$ cat config.mk
export PLATFORM = sky130hd
export DESIGN_NAME = sprite_engine_flat
export DESIGN_NICKNAME = d
export VERILOG_FILES = /design/src/rtl/sprite_engine_pkg.sv /design/src/rtl/sprite_engine_if.sv /design/src/rtl/sprite_engine_channel.sv /design/src/rtl/sprite_engine.sv /design/src/flat_wrapper.sv
export SDC_FILE = /design/constraint.sdc
export NUM_CORES = 2
export LEC_CHECK = 0
export BUFFER_PORTS_ARGS = -buffer_cell sky130_fd_sc_hd__buf_4
export CORE_ASPECT_RATIO = 1.5
export CORE_MARGIN = 5
export CORE_UTILIZATION = 43
export CTS_CLUSTER_DIAMETER = 50
export DETAILED_ROUTE_END_ITERATION = 16
export PLACE_DENSITY_LB_ADDON = 0.08
export SYNTH_ARGS = -nofsm -noshare
export SYNTH_HDL_FRONTEND = slang
export SYNTH_SLANG_ARGS = --single-unit
export TNS_END_PERCENT = 30
$ cat constraint.sdc
create_clock -name clk -period 2.75 [get_ports clk]
set_clock_uncertainty 0.15 [all_clocks]
set_input_delay 0.275 -clock clk [delete_from_list [all_inputs] [get_ports clk]]
set_output_delay 0.275 -clock clk [all_outputs]
set_load 0.01 [all_outputs]
$ cat src/rtl/sprite_engine_pkg.sv
// Shared definitions for the sprite engine: register offsets, default base
// address, channel FSM states and configuration helpers.
package sprite_pkg;

    // Register offsets selected by regaddress[2:1]
    localparam logic [1:0] REG_POS  = 2'd0;
    localparam logic [1:0] REG_CTL  = 2'd1;
    localparam logic [1:0] REG_DATA = 2'd2;
    localparam logic [1:0] REG_DATB = 2'd3;

    // Default register block base (byte address 0x140)
    localparam logic [8:0] SPRBASE_DEF = 9'h140;

    // Per-channel line state
    typedef enum logic [1:0] {
        ST_IDLE  = 2'd0,
        ST_ARMED = 2'd1,
        ST_SHIFT = 2'd2
    } spr_state_e;

    // Pixel counter width: must hold the value DW itself
    function automatic int cnt_width(input int dw);
        return $clog2(dw) + 1;
    endfunction

    // Legal configuration: DW in {16,32,64}, NSPR even and in 2..8
    function automatic bit cfg_ok(input int dw, input int nspr);
        return ((dw == 16) || (dw == 32) || (dw == 64)) &&
               (nspr >= 2) && (nspr <= 8) && ((nspr % 2) == 0);
    endfunction

endpackage

$ cat src/rtl/sprite_engine_if.sv
// Chip-bus register write port plus beam/pixel timing into the sprite engine.
interface sprite_engine_if #(
    parameter int DW = 16
);
    logic [8:1]    regaddress;
    logic [DW-1:0] datain;
    logic          wr;
    logic [8:0]    horbeam;
    logic          shift_en;

    modport master (
        output regaddress, datain, wr, horbeam, shift_en
    );

    modport slave (
        input regaddress, datain, wr, horbeam, shift_en
    );
endinterface

$ cat src/rtl/sprite_engine_channel.sv
// One sprite channel: POS/CTL/DATA/DATB registers, line FSM, pixel counter
// and the A/B shifters producing one 2-bit pixel per shift strobe.
module sprite_channel
    import sprite_pkg::*;
#(
    parameter int DW = 16
) (
    input  logic          clk,
    input  logic          reset,
    input  logic          wr_pos,
    input  logic          wr_ctl,
    input  logic          wr_data,
    input  logic          wr_datb,
    input  logic [DW-1:0] datain,
    input  logic [8:0]    horbeam,
    input  logic          shift_en,
    output logic [1:0]    px,
    output logic          attach
);

    localparam int            CW       = cnt_width(DW);
    localparam logic [CW-1:0] CNT_LOAD = CW'(DW);

    spr_state_e    state_q;
    logic          armed_q;
    logic          armed_d;
    logic          attach_q;
    logic [8:0]    hstart_q;
    logic [DW-1:0] datla_q;
    logic [DW-1:0] datlb_q;
    logic [DW-1:0] shifta_q;
    logic [DW-1:0] shiftb_q;
    logic [CW-1:0] cnt_q;
    logic          match;

    // Trigger uses the registered armed/hstart, so same-cycle writes never block or move it
    always_comb begin
        match   = shift_en && armed_q && (horbeam == hstart_q);
        armed_d = armed_q;
        if (wr_ctl) begin
            armed_d = 1'b0;
        end else if (wr_data) begin
            armed_d = 1'b1;
        end
    end

    // Register file: bus writes land regardless of the pixel strobe
    always_ff @(posedge clk) begin
        if (!reset) begin
            armed_q  <= 1'b0;
            attach_q <= 1'b0;
            hstart_q <= '0;
            datla_q  <= '0;
            datlb_q  <= '0;
        end else begin
            armed_q <= armed_d;
            if (wr_pos) begin
                hstart_q[8:1] <= datain[7:0];
            end
            if (wr_ctl) begin
                attach_q    <= datain[7];
                hstart_q[0] <= datain[0];
            end
            if (wr_data) begin
                datla_q <= datain;
            end
            if (wr_datb) begin
                datlb_q <= datain;
            end
        end
    end

    // Line FSM: load on match (restarting any line in flight), shift DW pixels, then park
    always_ff @(posedge clk) begin
        if (!reset) begin
            state_q  <= ST_IDLE;
            shifta_q <= '0;
            shiftb_q <= '0;
            cnt_q    <= '0;
        end else if (match) begin
            shifta_q <= datla_q;
            shiftb_q <= datlb_q;
            cnt_q    <= CNT_LOAD;
            state_q  <= ST_SHIFT;
        end else if (state_q == ST_SHIFT) begin
            if (shift_en) begin
                shifta_q <= {shifta_q[DW-2:0], 1'b0};
                shiftb_q <= {shiftb_q[DW-2:0], 1'b0};
                cnt_q    <= (cnt_q == '0) ? '0 : cnt_q - 1'b1;
                if (cnt_q <= CW'(1)) begin
                    state_q <= armed_d ? ST_ARMED : ST_IDLE;
                end
            end
        end else begin
            state_q <= armed_d ? ST_ARMED : ST_IDLE;
        end
    end

    assign px     = (state_q == ST_SHIFT) ? {shiftb_q[DW-1], shifta_q[DW-1]} : 2'b00;
    assign attach = attach_q;

endmodule

$ cat src/rtl/sprite_engine.sv
// Sprite engine top: decodes chip-bus register writes to NSPR channels and
// resolves their pixels into a single 4-bit sprite colour index.
module sprite_engine
    import sprite_pkg::*;
#(
    parameter int         NSPR    = 8,
    parameter int         DW      = 16,
    parameter logic [8:0] SPRBASE = SPRBASE_DEF
) (
    input  logic                  clk,
    input  logic                  reset,
    sprite_engine_if.slave        bus,
    output logic [NSPR-1:0]       nsprite,
    output logic [3:0]            sprdata
);

    if (!cfg_ok(DW, NSPR)) begin : g_cfg_bad
        $error("sprite_engine: DW must be 16/32/64 and NSPR even in 2..8");
    end

    logic       base_hit;
    logic [2:0] chan;
    logic [1:0] regsel;
    logic       chan_ok;
    logic [1:0] px [NSPR];
    logic [NSPR-1:0] attach;

    // Address decode: block base match and channel index within range
    always_comb begin
        base_hit = bus.wr && (bus.regaddress[8:6] == SPRBASE[8:6]);
        chan     = bus.regaddress[5:3];
        regsel   = bus.regaddress[2:1];
        chan_ok  = ({1'b0, chan} < 4'(NSPR));
    end

    for (genvar g = 0; g < NSPR; g++) begin : g_chan
        logic sel;
        assign sel = base_hit && chan_ok && (chan == 3'(g));

        sprite_channel #(
            .DW(DW)
        ) u_chan (
            .clk     (clk),
            .reset   (reset),
            .wr_pos  (sel && (regsel == REG_POS)),
            .wr_ctl  (sel && (regsel == REG_CTL)),
            .wr_data (sel && (regsel == REG_DATA)),
            .wr_datb (sel && (regsel == REG_DATB)),
            .datain  (bus.datain),
            .horbeam (bus.horbeam),
            .shift_en(bus.shift_en),
            .px      (px[g]),
            .attach  (attach[g])
        );
    end

    // Per-sprite non-transparent flags
    always_comb begin
        nsprite = '0;
        for (int i = 0; i < NSPR; i++) begin
            nsprite[i] = (px[i] != 2'b00);
        end
    end

    // Priority: scan pairs high to low so the lowest active pair is the last writer
    always_comb begin
        sprdata = 4'h0;
        for (int p = NSPR / 2 - 1; p >= 0; p--) begin
            if (nsprite[2*p] || nsprite[2*p+1]) begin
                if (attach[2*p] || attach[2*p+1]) begin
                    sprdata = {px[2*p+1], px[2*p]};
                end else if (nsprite[2*p]) begin
                    sprdata = {2'(p), px[2*p]};
                end else begin
                    sprdata = {2'(p), px[2*p+1]};
                end
            end
        end
    end

endmodule

$ cat src/flat_wrapper.sv
// flat-port wrapper written by rule: the top's interface ports become plain ports
module sprite_engine_flat import sprite_pkg::*;
#(
    parameter int         NSPR    = 8,
    parameter int         DW      = 16,
    parameter logic [8:0] SPRBASE = SPRBASE_DEF
)
  (clk, reset, nsprite, sprdata, bus_regaddress, bus_datain, bus_wr, bus_horbeam, bus_shift_en);
  sprite_engine_if #(.DW(DW)) bus_i ();
  input  logic clk;
  input  logic reset;
  output logic [NSPR-1:0] nsprite;
  output logic [3:0] sprdata;
  input wire logic [$bits(bus_i.regaddress)-1:0] bus_regaddress;
  input wire logic [$bits(bus_i.datain)-1:0] bus_datain;
  input wire logic [$bits(bus_i.wr)-1:0] bus_wr;
  input wire logic [$bits(bus_i.horbeam)-1:0] bus_horbeam;
  input wire logic [$bits(bus_i.shift_en)-1:0] bus_shift_en;
  assign bus_i.regaddress = bus_regaddress;
  assign bus_i.datain = bus_datain;
  assign bus_i.wr = bus_wr;
  assign bus_i.horbeam = bus_horbeam;
  assign bus_i.shift_en = bus_shift_en;
  sprite_engine #(.NSPR(NSPR), .DW(DW), .SPRBASE(SPRBASE)) u_core (.clk(clk), .reset(reset), .bus(bus_i), .nsprite(nsprite), .sprdata(sprdata));
endmodule
==> impl_metrics.csv <==
group,metric,value,unit
power,powerDensity,603,nW/um2
sta,fmaxAchievable,0.376,GHz
floorplanning,die_x,223,um
clocking,clockRootBuffer,"clkbuf_16",
route,wl_per_cell,19.0,um
floorplanning,initial_core_util,43.2,%
clocking,ctsLongestPathBuffers,3,
clocking,cts_tree,"built",
sta,fin_tns_setup,0,ns
placed_design,routabilityCongestion,0.860,
route,drc,0,
route,drtIter0Drc,1553,
power,finalPower,19.9,mW
sta,hold_violations,0,
finish,area_delta_synth_final,12.5,%
finish,drive_gt1_share,9.00,%
floorplanning,die-height,330,um
yosys,synth_async_sr_flop_share,0,%
yosys,synth_edf_count,0,
yosys,yosysUniqueCellTypes,61,
route,wirelength,83200,um
clocking,htreeDepth,3,
sta,rsz0062_at_grt,"true",
yosys,synth_area_leader_cell,"dfxtp_1",
global_routing,grt_first_pass_wirelength,131000,um
sta,final.period_utilization,96.8,%
critical_path,crit_path_max_fanout,17,
sta,max_slew_margin,50.2,%
finish,fin_util,48.6,%
sta,setup_viol,0,
yosys,yosys.area.top_type_share,44.8,%
power,p_leak,14.6,nW
floorplanning,die-area,73500,um2
placed_design,port_buffers,48,
sta,tightest_slew,0.747,ns
sta,post-route-min-period,2.66,ns
floorplanning,num_rows,117,
critical_path,cp-end-kind,"output pin",
critical_path,worst_setup_path_start_kind,"register",
route,viasPerCell,5.54,
sta,maxSlewViolCount,0,
global_routing,antenna_found_initial,3,
global_routing,grt-ovfl-total,0,
clocking,cts-buffers-inserted,71,
route,ant_nets,0,
finish,fillCellCount,6513,
yosys,seq_area_frac_synth,44.8,%
floorplanning,core,67800,um2
run,max-cap-violations,0,
yosys,synth_area,29300,um2
global_routing,grt_start_max_net_pins,84,
route,vias,24224,
critical_path,critPathArrivalTime,2.24,ns
status,status,"finished, final reports clean",
power,ir_drop,447,uV
yosys,ys_top_cells_by_area,"dfxtp_1 45%, nand2_1 12%, o211a_1 8.2%",
clocking,clkLatencyLatePin,0.63,ns
global_routing,first_global_vias,23535,
clocking,clkTransAtPathRegs,0.06,ns
critical_path,cp.required,2.33,ns
yosys,synthFlopType,"dfxtp_1",
route,firstDrtPassIters,5,
worst_hold_path,hold_path.class,"in -> reg",
yosys,syn_inst,3497,
clocking,cts_sinks,656,
global_routing,grt_util_all_layers,22.0,%
yosys,post_synth.cell_area_avg,8.37,um2
yosys,yosysWarnings,0,
critical_path,path_class,"reg -> out",
finish,nets,3483,
yosys,ys_seq_elements,656,
floorplanning,ios,49,
placed_design,hpwlAfterDp,49400,um
yosys,synth_fp_nets,3558,
[power by group]
part / total [mW] / internal [mW] / switching, mW
Sequential: 9.51 / 9.51 / 0.00447
Combinational: 0.774 / 0.223 / 0.551
Clock: 9.59 / 5.50 / 4.09
Total: 19.9 / 15.2 / 4.64
[timing repair]
item,in CTS,in global routing
pin swaps,0,4
setup buffers,0,0
hold endpoints to repair,190,0
setup endpoints to repair,4,4
hold buffers,15,0
resized for setup,5,14
[cell usage after synthesis, types with 4 or more instances]
master and instances:
nor2_1 82, o211a_1 241, nor2_4 11, o21a_1 19
nor3b_1 7, mux2i_1 69, a21boi_0 169, a21oi_1 47
or3_1 4, nand2_1 904, xnor2_1 8, nand4_1 5
nand2b_1 7, xor2_1 64, nor2b_1 50, and2_1 12
buf_2 78, nor2_8 5, a21boi_1 135, buf_1 7
o21ai_0 23, buf_4 12, dfxtp_1 656, buf_6 4
ha_1 24, nor2_2 4, nor4_1 23, nor3_1 27
nand3_1 449, a22oi_1 10, nand3b_1 6, o211ai_1 8
a21o_1 9, clkbuf_1 198, inv_1 49, a21boi_2 10
and3_1 26
[cell usage in the layout, fill, tap and decap left out, drive strengths merged, types with 2 or more instances in the layout]
cell type and instances:
clkinv 17, a21o 9, o31ai 2, nor3b 7, o211ai 8, ha 24
xnor2 8, a21boi 314, a2bb2oi 2, dlygate4sd3 15, o2111ai 3, o21ai 23
xor2 64, nand2b 7, a22oi 10, clkbuf 102, nand3 450, a211o 3
dfxtp 656, buf 136, nand3b 6, and2 12, mux2i 69, nor2b 50
nand2 906, nand4 5, and3 26, or3 7, nor4 23, nor2 102
or2 3, bufinv 3, a21oi 47, o21a 19, nor3 29, inv 56
o211a 241, nand4b 2
[flip-flops by register name, indices dropped and copies added, names as in the netlist]
name / count
u_core.g_chan.u_chan.datla_q: 128
u_core.g_chan.u_chan.hstart_q: 72
u_core.g_chan.u_chan.armed_q: 8
u_core.g_chan.u_chan.shifta_q: 128
u_core.g_chan.u_chan.cnt_q: 40
u_core.g_chan.u_chan.datlb_q: 128
u_core.g_chan.u_chan.shiftb_q: 128
u_core.g_chan.u_chan.attach: 8
u_core.g_chan.u_chan.state_q: 16
[through the flow]
step	cell area, um2	setup slack [ns]	cells	hold slack, ns
finish	33000	0.0874	4370	0.0345
floorplan	29300	0.826	3497	0.281
detailed placement	30400	0.218	4226	0.292
global placement	30400	0.235	4226	0.286
global route	32900	-0.0250	4369	0.0485
CTS	32900	-0.0604	4369	0.000705
[cell families (layout without fill, tap and decap cells)]
family	after synthesis	after routing	share of synthesized area [%]
buffers and inverters	350	330	5.08
xor gates and xnor gates	72	72	2.15
adders and majority gates	24	24	1.03
muxes	69	69	2.36
DFF	656	656	44.8
and+or+nand+nor	1638	1638	25.2
other	0	1	0
AOI/OAI and AO/OA	688	688	19.3
[routing by layer]
metal / up-vias / GRT usage, % / part of all wire, %
met1: 11882 / 27.8 / 44
met2: 444 / 38.7 / 49
met3: 134 / 3.14 / 4.1
met5: - / 0 / 0.040
li1: 11760 / - / -
met4: 4 / 7.54 / 2.5
[path summary, 6_finish.rpt]
kind                                                          start                                  end  slack, ns  cells past startpoint
worst max-delay path             u_core.g_chan[6].u_chan.state_q[1]                           sprdata[0]       0.09                      7
worst min-delay path                                  bus_datain[7]   u_core.g_chan[3].u_chan.datlb_q[7]       0.03                      3
worst max register to register  u_core.g_chan[4].u_chan.hstart_q[7]  u_core.g_chan[4].u_chan.shiftb_q[0]       0.41                      6
worst min register to register  u_core.g_chan[1].u_chan.datla_q[13]  u_core.g_chan[1].u_chan.datla_q[13]       0.30                      2
[worst max-delay path: stages, from the launching register on]
cell and delay [ns]:
dfxtp_1 0.29, nor2b_2 0.16, buf_4 0.20, nand2_1 0.16
nand4_1 0.16, a21o_1 0.22, a2bb2oi_2 0.24, buf_4 0.17
[area by class of cell]
cell class / count / area, um2 / share of cell area [%]
diodes: 1 / 2.50 / 0.00759
clock buffers: 101 / 2030 / 6.16
clock inverters: 27 / 308 / 0.934
inverters: 50 / 188 / 0.570
multi-input cells: 2491 / 14800 / 44.9
flip-flops and latches: 656 / 13100 / 39.9
well taps: 892 / 1120 / 3.39
repair buffers: 152 / 1390 / 4.22
(Power assumes the default switching activity.)
